===== src/rtl/dot_product_pkg.sv =====
// Shared definitions for the dot-product engine: phase encodings, the
// registered phase-output bundle and the derived phase lengths.
package dot_product_pkg;

    typedef enum logic [2:0] {
        StIdle    = 3'd0,
        StInit    = 3'd1,
        StLoad    = 3'd2,
        StGap     = 3'd3,
        StCompute = 3'd4,
        StDone    = 3'd5
    } state_e;

    typedef struct packed {
        logic busy;
        logic done;
        logic mem_reset;
        logic comp_reset;
        logic mem_index_reset;
        logic load_from_file;
        logic computing;
    } phase_out_t;

    function automatic int unsigned ram_depth(int unsigned addr_width);
        return 32'd1 << addr_width;
    endfunction

    function automatic int unsigned nums_data(int unsigned nums_data_in_bits);
        return 32'd1 << nums_data_in_bits;
    endfunction

    function automatic int unsigned pipeline_tail(int unsigned stages);
        return stages - 32'd1;
    endfunction

    function automatic int unsigned load_cycles(int unsigned depth, int unsigned para_deg);
        return depth / para_deg;
    endfunction

    // One extra cycle so the last element drains through the pipeline tail.
    function automatic int unsigned compute_cycles(int unsigned n_data, int unsigned tail,
                                                   int unsigned para_deg);
        return (n_data + tail) / para_deg + 32'd1;
    endfunction

    // Memory-controller phase inputs for a given state.
    function automatic phase_out_t decode_state(state_e s);
        phase_out_t o;
        o = '0;
        case (s)
            StInit: begin
                o.busy            = 1'b1;
                o.mem_reset       = 1'b1;
                o.comp_reset      = 1'b1;
                o.mem_index_reset = 1'b1;
            end
            StLoad: begin
                o.busy           = 1'b1;
                o.load_from_file = 1'b1;
            end
            StGap: begin
                o.busy       = 1'b1;
                o.comp_reset = 1'b1;
            end
            StCompute: begin
                o.busy      = 1'b1;
                o.computing = 1'b1;
            end
            StDone: begin
                o.busy = 1'b1;
                o.done = 1'b1;
            end
            default: o = '0;
        endcase
        return o;
    endfunction

endpackage


===== src/rtl/phase_counter.sv =====
// Loadable up-counter with synchronous clear and a terminal-count flag.
module phase_counter #(
    parameter int unsigned Width = 9
) (
    input  logic             clk_i,
    input  logic             rst_ni,
    input  logic             clr_i,
    input  logic             load_i,
    input  logic [Width-1:0] load_val_i,
    input  logic             en_i,
    input  logic [Width-1:0] term_val_i,
    output logic             tc_o
);

    logic [Width-1:0] cnt_q, cnt_d;

    // Next count: clear beats load beats increment.
    always_comb begin
        cnt_d = cnt_q;
        if (clr_i) begin
            cnt_d = '0;
        end else if (load_i) begin
            cnt_d = load_val_i;
        end else if (en_i) begin
            cnt_d = cnt_q + Width'(1);
        end
    end

    // Count register.
    always_ff @(posedge clk_i or negedge rst_ni) begin
        if (!rst_ni) begin
            cnt_q <= '0;
        end else begin
            cnt_q <= cnt_d;
        end
    end

    assign tc_o = (cnt_q == term_val_i);

endmodule


===== src/rtl/dot_product_sequencer.sv =====
// Phase sequencer for the dot-product engine: on start it walks the memory
// controller through clear, load, compute and done. Outputs are registered
// decodes of the next state, so they are valid in the cycle a state is entered.
// Optional build macro DOT_SEQ_SKIP_LOAD_EN adds skip_load, which bypasses
// LOAD for a recompute over already-loaded SRAM.
module dot_product_sequencer
    import dot_product_pkg::*;
#(
    parameter int unsigned Addr_Width           = 4,
    parameter int unsigned Nums_Data_in_bits    = 4,
    parameter int unsigned Nums_Pipeline_Stages = 4,
    parameter int unsigned Para_Deg             = 1
) (
    input  logic       clk,
    input  logic       reset_n,
    input  logic       start,
    input  logic       abort,
`ifdef DOT_SEQ_SKIP_LOAD_EN
    input  logic       skip_load,
`endif
    output logic       busy,
    output logic       done,
    output logic       Mem_reset,
    output logic       Comp_reset,
    output logic       Mem_Index_reset,
    output logic       load_from_file,
    output logic       Computing,
    output logic [2:0] state_out
);

    localparam int unsigned Ram_Depth      = ram_depth(Addr_Width);
    localparam int unsigned Nums_Data      = nums_data(Nums_Data_in_bits);
    localparam int unsigned Pipeline_Tail  = pipeline_tail(Nums_Pipeline_Stages);
    localparam int unsigned Load_Cycles    = load_cycles(Ram_Depth, Para_Deg);
    localparam int unsigned Compute_Cycles = compute_cycles(Nums_Data, Pipeline_Tail, Para_Deg);
    localparam int unsigned Cnt_Width      = Addr_Width + Nums_Data_in_bits + 1;

    state_e               state_q, state_d;
    phase_out_t           outs_q, outs_d;
    logic                 cnt_en, cnt_clr, cnt_tc;
    logic [Cnt_Width-1:0] term_val;
    logic                 skip_run;
    logic                 start_ok;

    // abort takes priority over start in IDLE.
    assign start_ok = (state_q == StIdle) && start && !abort;

`ifdef DOT_SEQ_SKIP_LOAD_EN
    logic skip_q, skip_d;

    // Capture skip_load with the accepted start and hold it for the run.
    always_comb begin
        skip_d = skip_q;
        if (start_ok) begin
            skip_d = skip_load;
        end
    end

    // Skip-load register.
    always_ff @(posedge clk or negedge reset_n) begin
        if (!reset_n) begin
            skip_q <= 1'b0;
        end else begin
            skip_q <= skip_d;
        end
    end

    assign skip_run = skip_q;
`else
    assign skip_run = 1'b0;
`endif

    // Counter runs only in the two counted phases and sits at zero elsewhere,
    // so it always starts a phase from 0.
    assign cnt_en   = (state_q == StLoad) || (state_q == StCompute);
    assign cnt_clr  = !cnt_en;
    assign term_val = (state_q == StLoad) ? Cnt_Width'(Load_Cycles - 1)
                                          : Cnt_Width'(Compute_Cycles - 1);

    phase_counter #(
        .Width (Cnt_Width)
    ) u_phase_counter (
        .clk_i      (clk),
        .rst_ni     (reset_n),
        .clr_i      (cnt_clr),
        .load_i     (1'b0),
        .load_val_i ('0),
        .en_i       (cnt_en),
        .term_val_i (term_val),
        .tc_o       (cnt_tc)
    );

    // State register.
    always_ff @(posedge clk or negedge reset_n) begin
        if (!reset_n) begin
            state_q <= StIdle;
        end else begin
            state_q <= state_d;
        end
    end

    // Next-state logic; abort forces IDLE from any state.
    always_comb begin
        state_d = state_q;
        case (state_q)
            StIdle:    if (start_ok) state_d = StInit;
            StInit:    state_d = skip_run ? StGap : StLoad;
            StLoad:    if (cnt_tc) state_d = StGap;
            StGap:     state_d = StCompute;
            StCompute: if (cnt_tc) state_d = StDone;
            StDone:    state_d = StIdle;
            default:   state_d = StIdle;
        endcase
        if (abort) begin
            state_d = StIdle;
        end
    end

    // Output decode of the next state.
    always_comb begin
        outs_d = decode_state(state_d);
    end

    // Output register.
    always_ff @(posedge clk or negedge reset_n) begin
        if (!reset_n) begin
            outs_q <= '0;
        end else begin
            outs_q <= outs_d;
        end
    end

    assign busy            = outs_q.busy;
    assign done            = outs_q.done;
    assign Mem_reset       = outs_q.mem_reset;
    assign Comp_reset      = outs_q.comp_reset;
    assign Mem_Index_reset = outs_q.mem_index_reset;
    assign load_from_file  = outs_q.load_from_file;
    assign Computing       = outs_q.computing;
    assign state_out       = state_q;

endmodule

===== config.mk =====
export PLATFORM = sky130hd
export DESIGN_NAME = dot_product_sequencer
export DESIGN_NICKNAME = d
export VERILOG_FILES = /design/src/rtl/dot_product_pkg.sv /design/src/rtl/phase_counter.sv /design/src/rtl/dot_product_sequencer.sv
export SDC_FILE = /design/constraint.sdc
export NUM_CORES = 1
export LEC_CHECK = 0
export ABC_AREA = 1
export CELL_PAD_IN_SITES_DETAIL_PLACEMENT = 0
export CELL_PAD_IN_SITES_GLOBAL_PLACEMENT = 1
export CORE_MARGIN = 2
export CORE_UTILIZATION = 40
export CTS_BUF_LIST = sky130_fd_sc_hd__clkbuf_8
export DETAILED_ROUTE_END_ITERATION = 7
export PLACE_DENSITY_LB_ADDON = 0.1
export SYNTH_ARGS = -nofsm -noshare
export SYNTH_HDL_FRONTEND = slang
export SYNTH_SLANG_ARGS = --single-unit

===== constraint.sdc =====
create_clock -name clk -period 1.7 [get_ports clk]
set_clock_uncertainty 0.15 [all_clocks]
set_input_delay 0.34 -clock clk [delete_from_list [all_inputs] [get_ports clk]]
set_output_delay 0.34 -clock clk [all_outputs]
set_load 0.01 [all_outputs]

-- Word level (Yosys, flattened, before mapping)
Index checks and enable logic that the tools add are counted.
W data, S select, Z words.
- flip-flop bits (word level): 18
- latch bits: 0
- memory bits (writable): 0
- memory bits (read-only): 0
- input port bits: 4
- output and inout bits: 10
- memories kept: 0
- $add $sub $neg: 1
- multiply operators: 0
- div/mod/pow operators: 0
- $lt $le $gt $ge: 0
- equal/unequal tests: 10
- shifts and indexed selects: 0
- mux-type cells: 13
- bitwise operators: 0
- reduce and logical (&&, ||, !) cells: 7
- operator list (cell ; count):
    $pmux W3 S5 ; 1
    $eq A3 B2 Y1 const B ; 4
    $mux W3 ; 4
    $add A9 B1 Y9 const B ; 1
    $eq A3 B3 Y1 const B ; 3
    $eq A9 B5 Y1 ; 1
    $mux W9 ; 1
    $eq A3 B1 Y1 const B ; 2
    $mux W1 ; 6
    $mux W5 ; 1
    $reduce_or A5 Y1 ; 1
    $logic_not A3 Y1 ; 1
    $logic_and A1 B1 Y1 ; 2
    $reduce_or A2 Y1 ; 1
    $logic_not A1 Y1 ; 1
    $logic_or A1 B1 Y1 ; 1

-- Longest topological paths before layout
- word-level depth: 9
- mapped depth: 11
- mapped depth without buffers: 11

-- By module
From an unflattened synthesis, not the netlist that was laid out.
- cells, all modules: 179
- area, all modules: 1196.1 µm²
- by module, submodules not included (module ; instances ; cells an instance ; area each (µm²) ; seq. area each (µm²)):
    phase_counter ; 1 ; 124 ; 758.2 ; 225.2
    dot_product_sequencer ; 1 ; 55 ; 437.9 ; 225.2

-- Least setup slack after synthesis
Ideal clock, no wire load.
- path kind: register to register
- start: reg u_phase_counter.cnt_q[0]
- end: reg outs_q, in the netlist load_from_file
- setup time: 0.111 ns
- data arrival time: 1.144 ns
- path slack: 0.296 ns
- cell stages (with the launch flop): 11
- path buffers: 0
- path through: dfrtp_1 -> ha_1 -> nand3_1 -> nor2_1 -> nand3_1 -> nand2_1 -> nand2_2 -> nand2_4 -> nand2_4 -> nand2_2 -> inv_2
- RTL lines (item ; RTL line ; text):
    start, declared ; phase_counter.sv:15 ; logic [Width-1:0] cnt_q, cnt_d;
    start signal, assigned ; phase_counter.sv:34 ; cnt_q <= cnt_d;
    end signal, assigned ; dot_product_sequencer.sv:129 ; outs_q <= outs_d;
    end, declared ; dot_product_sequencer.sv:39 ; phase_out_t outs_q, outs_d;

-- Final worst setup path
- start: reg state_q[1], in the netlist state_out[1]
- end: out state_out[1]
- RTL lines (item ; RTL line ; text):
    start, declared ; dot_product_sequencer.sv:38 ; state_e state_q, state_d;
    start signal, assigned ; dot_product_sequencer.sv:96 ; state_q <= StIdle;
    start signal, assigned ; dot_product_sequencer.sv:98 ; state_q <= state_d;
    end, declared ; dot_product_sequencer.sv:28 ; output logic [2:0] state_out
No word-level cell between the ends.

==> results.ini <==
[run_status]
status=finished, final reports clean

[route]
viasPerCell=4.55
drt_iter0_markers=11
drc=0
antenna_left=0
first_pass_iters=4
wl_per_cell_um=10.6
vias=641
drt-total-wl_um=1500

[sta]
setup_tns_ns=0
period_share_pct=96.2
max_freq_mhz=611
rsz0062_at_grt=no
min_period_ns=1.64
slew_headroom_pct=81.7
setup_slack_ns=0.0642
setup_violations=0
hold_viol=0
drv_slew=0
worst_pin_slew_ns=0.273

[critical_path]
path_max_fanout=2
cp.depth=1
startpoint=state_out[1]
start_kind=flop
slowest_stage=clkdlybuf4s50_1
path_buf_inv=1
cp_cell_sequence=clkdlybuf4s50_1
critPathCaptureType=output port
crit_type=reg2out
required_ns=1.21
slowest_delay_ns=0.54
cp.arrival_ns=1.15
crit_family=buffers and inverters
reg2reg_depth=9
worstReg2RegStart=state_out[0]

[floorplan]
num_rows=16
start_util_pct=42.7
core-area_um2=1980
io_pins=14
fp.dieH_um=50.0
dieArea_um2=2500
die_x_um=50.0

[place]
pre_cts_ws_ns=0.101
gp_congestion=0.758
dp_hpwl_um=1130
place_area_um2=1020
io_buffers=13

[finish]
mostFrequentLayoutCell=dfrtp_1
area_growth_pct=28.7
final_nets=121
drive_gt1_share_pct=22.8
ff_latch_area_um2=450
layout_common_cells=dfrtp_1 (18), inv_1 (14), clkdlybuf4s50_1 (13)
fill_cells=193
multi_input_area_um2=320
fin_area_um2=1090
diodes=0

[yosys]
synth-compound-area-share_pct=8.58
synth_cells=93
yosysSeqAreaShare_pct=53.3
synth_top_family_by_area=simple AND/OR/NAND/NOR gates
synth_xor_area_share_pct=1.04
synth_fa_ha_area_share_pct=1.48
syn-num-nets=98
synth_mux_area_share_pct=0
synth_seq_cells=18
synth_area_um2=846
synth_cell_types=19
ys_warn_count=0
yosys.area_share.simple_pct=26.8
avgSynthCellArea_um2=9.09

[worst_hold_path]
min_path_type=in2async

[clocking]
clockBufferDepth=2
cts.clk_slew.worst_paths_ns=0.06
worstSkewPairLatency_ns=0.25
cts_made_buffers=3
hold_buffers=0
cts_num_sinks=18
cts_tree=done
htreeDepth=1
root_buffer=clkbuf_8

[pwr]
ir_drop_uv=554
total_power_mw=0.837
p_leak_nw=0.541
power_density_nw_per_um2=768

[global_route]
antenna_found_initial=0
grt_util_all_layers_pct=14.4
grt_max_degree=19
overflow=0
grt_pass1_wl_um=2570
grt_pass1_vias=593

[job]
maxCapViolCount=0

-- worst paths after layout --
kind	to	slack, ns
worst max-delay path	state_out[1]	0.06
worst min-delay path	u_phase_counter.cnt_q[6]	0.26
worst max register to register	load_from_file	0.16
worst min register to register	u_phase_counter.cnt_q[0]	0.33
max in group asynchronous	Computing	0.94
min in group clk	u_phase_counter.cnt_q[0]	0.33
-- cell usage after synthesis --
master	instances	share of area [%]
a31oi_1	1	0.74
inv_2	4	1.8
buf_4	1	0.89
xnor2_1	1	1.0
nand2_2	5	3.7
o21ai_0	3	1.8
o21ai_4	1	1.9
nand4_1	1	0.74
nand3_1	6	3.6
nand2_1	10	4.4
nor2_1	10	4.4
nand2_4	2	2.7
ha_1	1	1.5
nor4_4	1	2.5
nor2_2	4	3.0
nor3_1	3	1.8
dfrtp_1	18	53
a21oi_1	7	4.1
inv_1	14	6.2
-- layout make-up --
| cell class | count | share of cell area (%) |
|---|---|---|
| Sequential cell | 18 | 41.4 |
| Tap cell | 27 | 3.10 |
| Inverter | 18 | 6.21 |
| Timing Repair Buffer | 19 | 16.1 |
| Multi-Input combinational cell | 56 | 29.4 |
| Clock buffer | 3 | 3.79 |
-- cell families after synthesis --
logic type,Yosys count
XOR/XNOR,1
AND/OR/NAND/NOR,42
AO/OA/AOI/OAI,12
flip-flops,18
adder cells (fa/ha/maj),1
buffers and inverters,19
-- state kept, by name, summed over array words and instances, names as in the netlist --
signal,count
u_phase_counter.cnt_q,9
state_out,3
Comp_reset,1
Computing,1
Mem_Index_reset,1
busy,1
done,1
load_from_file,1
-- per-layer routing --
| metal | track usage, % | up-vias | part of all wire [%] |
|---|---|---|---|
| li1 | - | 337 | - |
| met1 | 18.6 | 285 | 48 |
| met2 | 20.6 | 13 | 44 |
| met3 | 4.24 | 6 | 5.3 |
| met4 | 9.72 | 0 | 2.8 |
| met5 | 0 | - | 0 |
-- power breakdown --
part,internal (mW),total (mW),switching (mW)
Combinational,0.0475,0.0998,0.0523
Sequential,0.440,0.446,0.00575
Clock,0.157,0.291,0.133
Total,0.645,0.837,0.191
-- stage by stage --
stage	std cells	hold WS, ns	utilization, %
CTS	141	0.270	54.9
finish	141	0.262	54.9
global placement	135	0.324	51.7
floorplan	93	-0.106	-
detailed placement	135	0.328	51.7
global route	141	0.294	54.9
-- timing repair --
| action | CTS | global route |
|---|---|---|
| resized for setup | 0 | 0 |
| setup buffers | 3 | 0 |
| endpoints found under the setup margin | 3 | 0 |
Power figures use the tool's default switching activity.
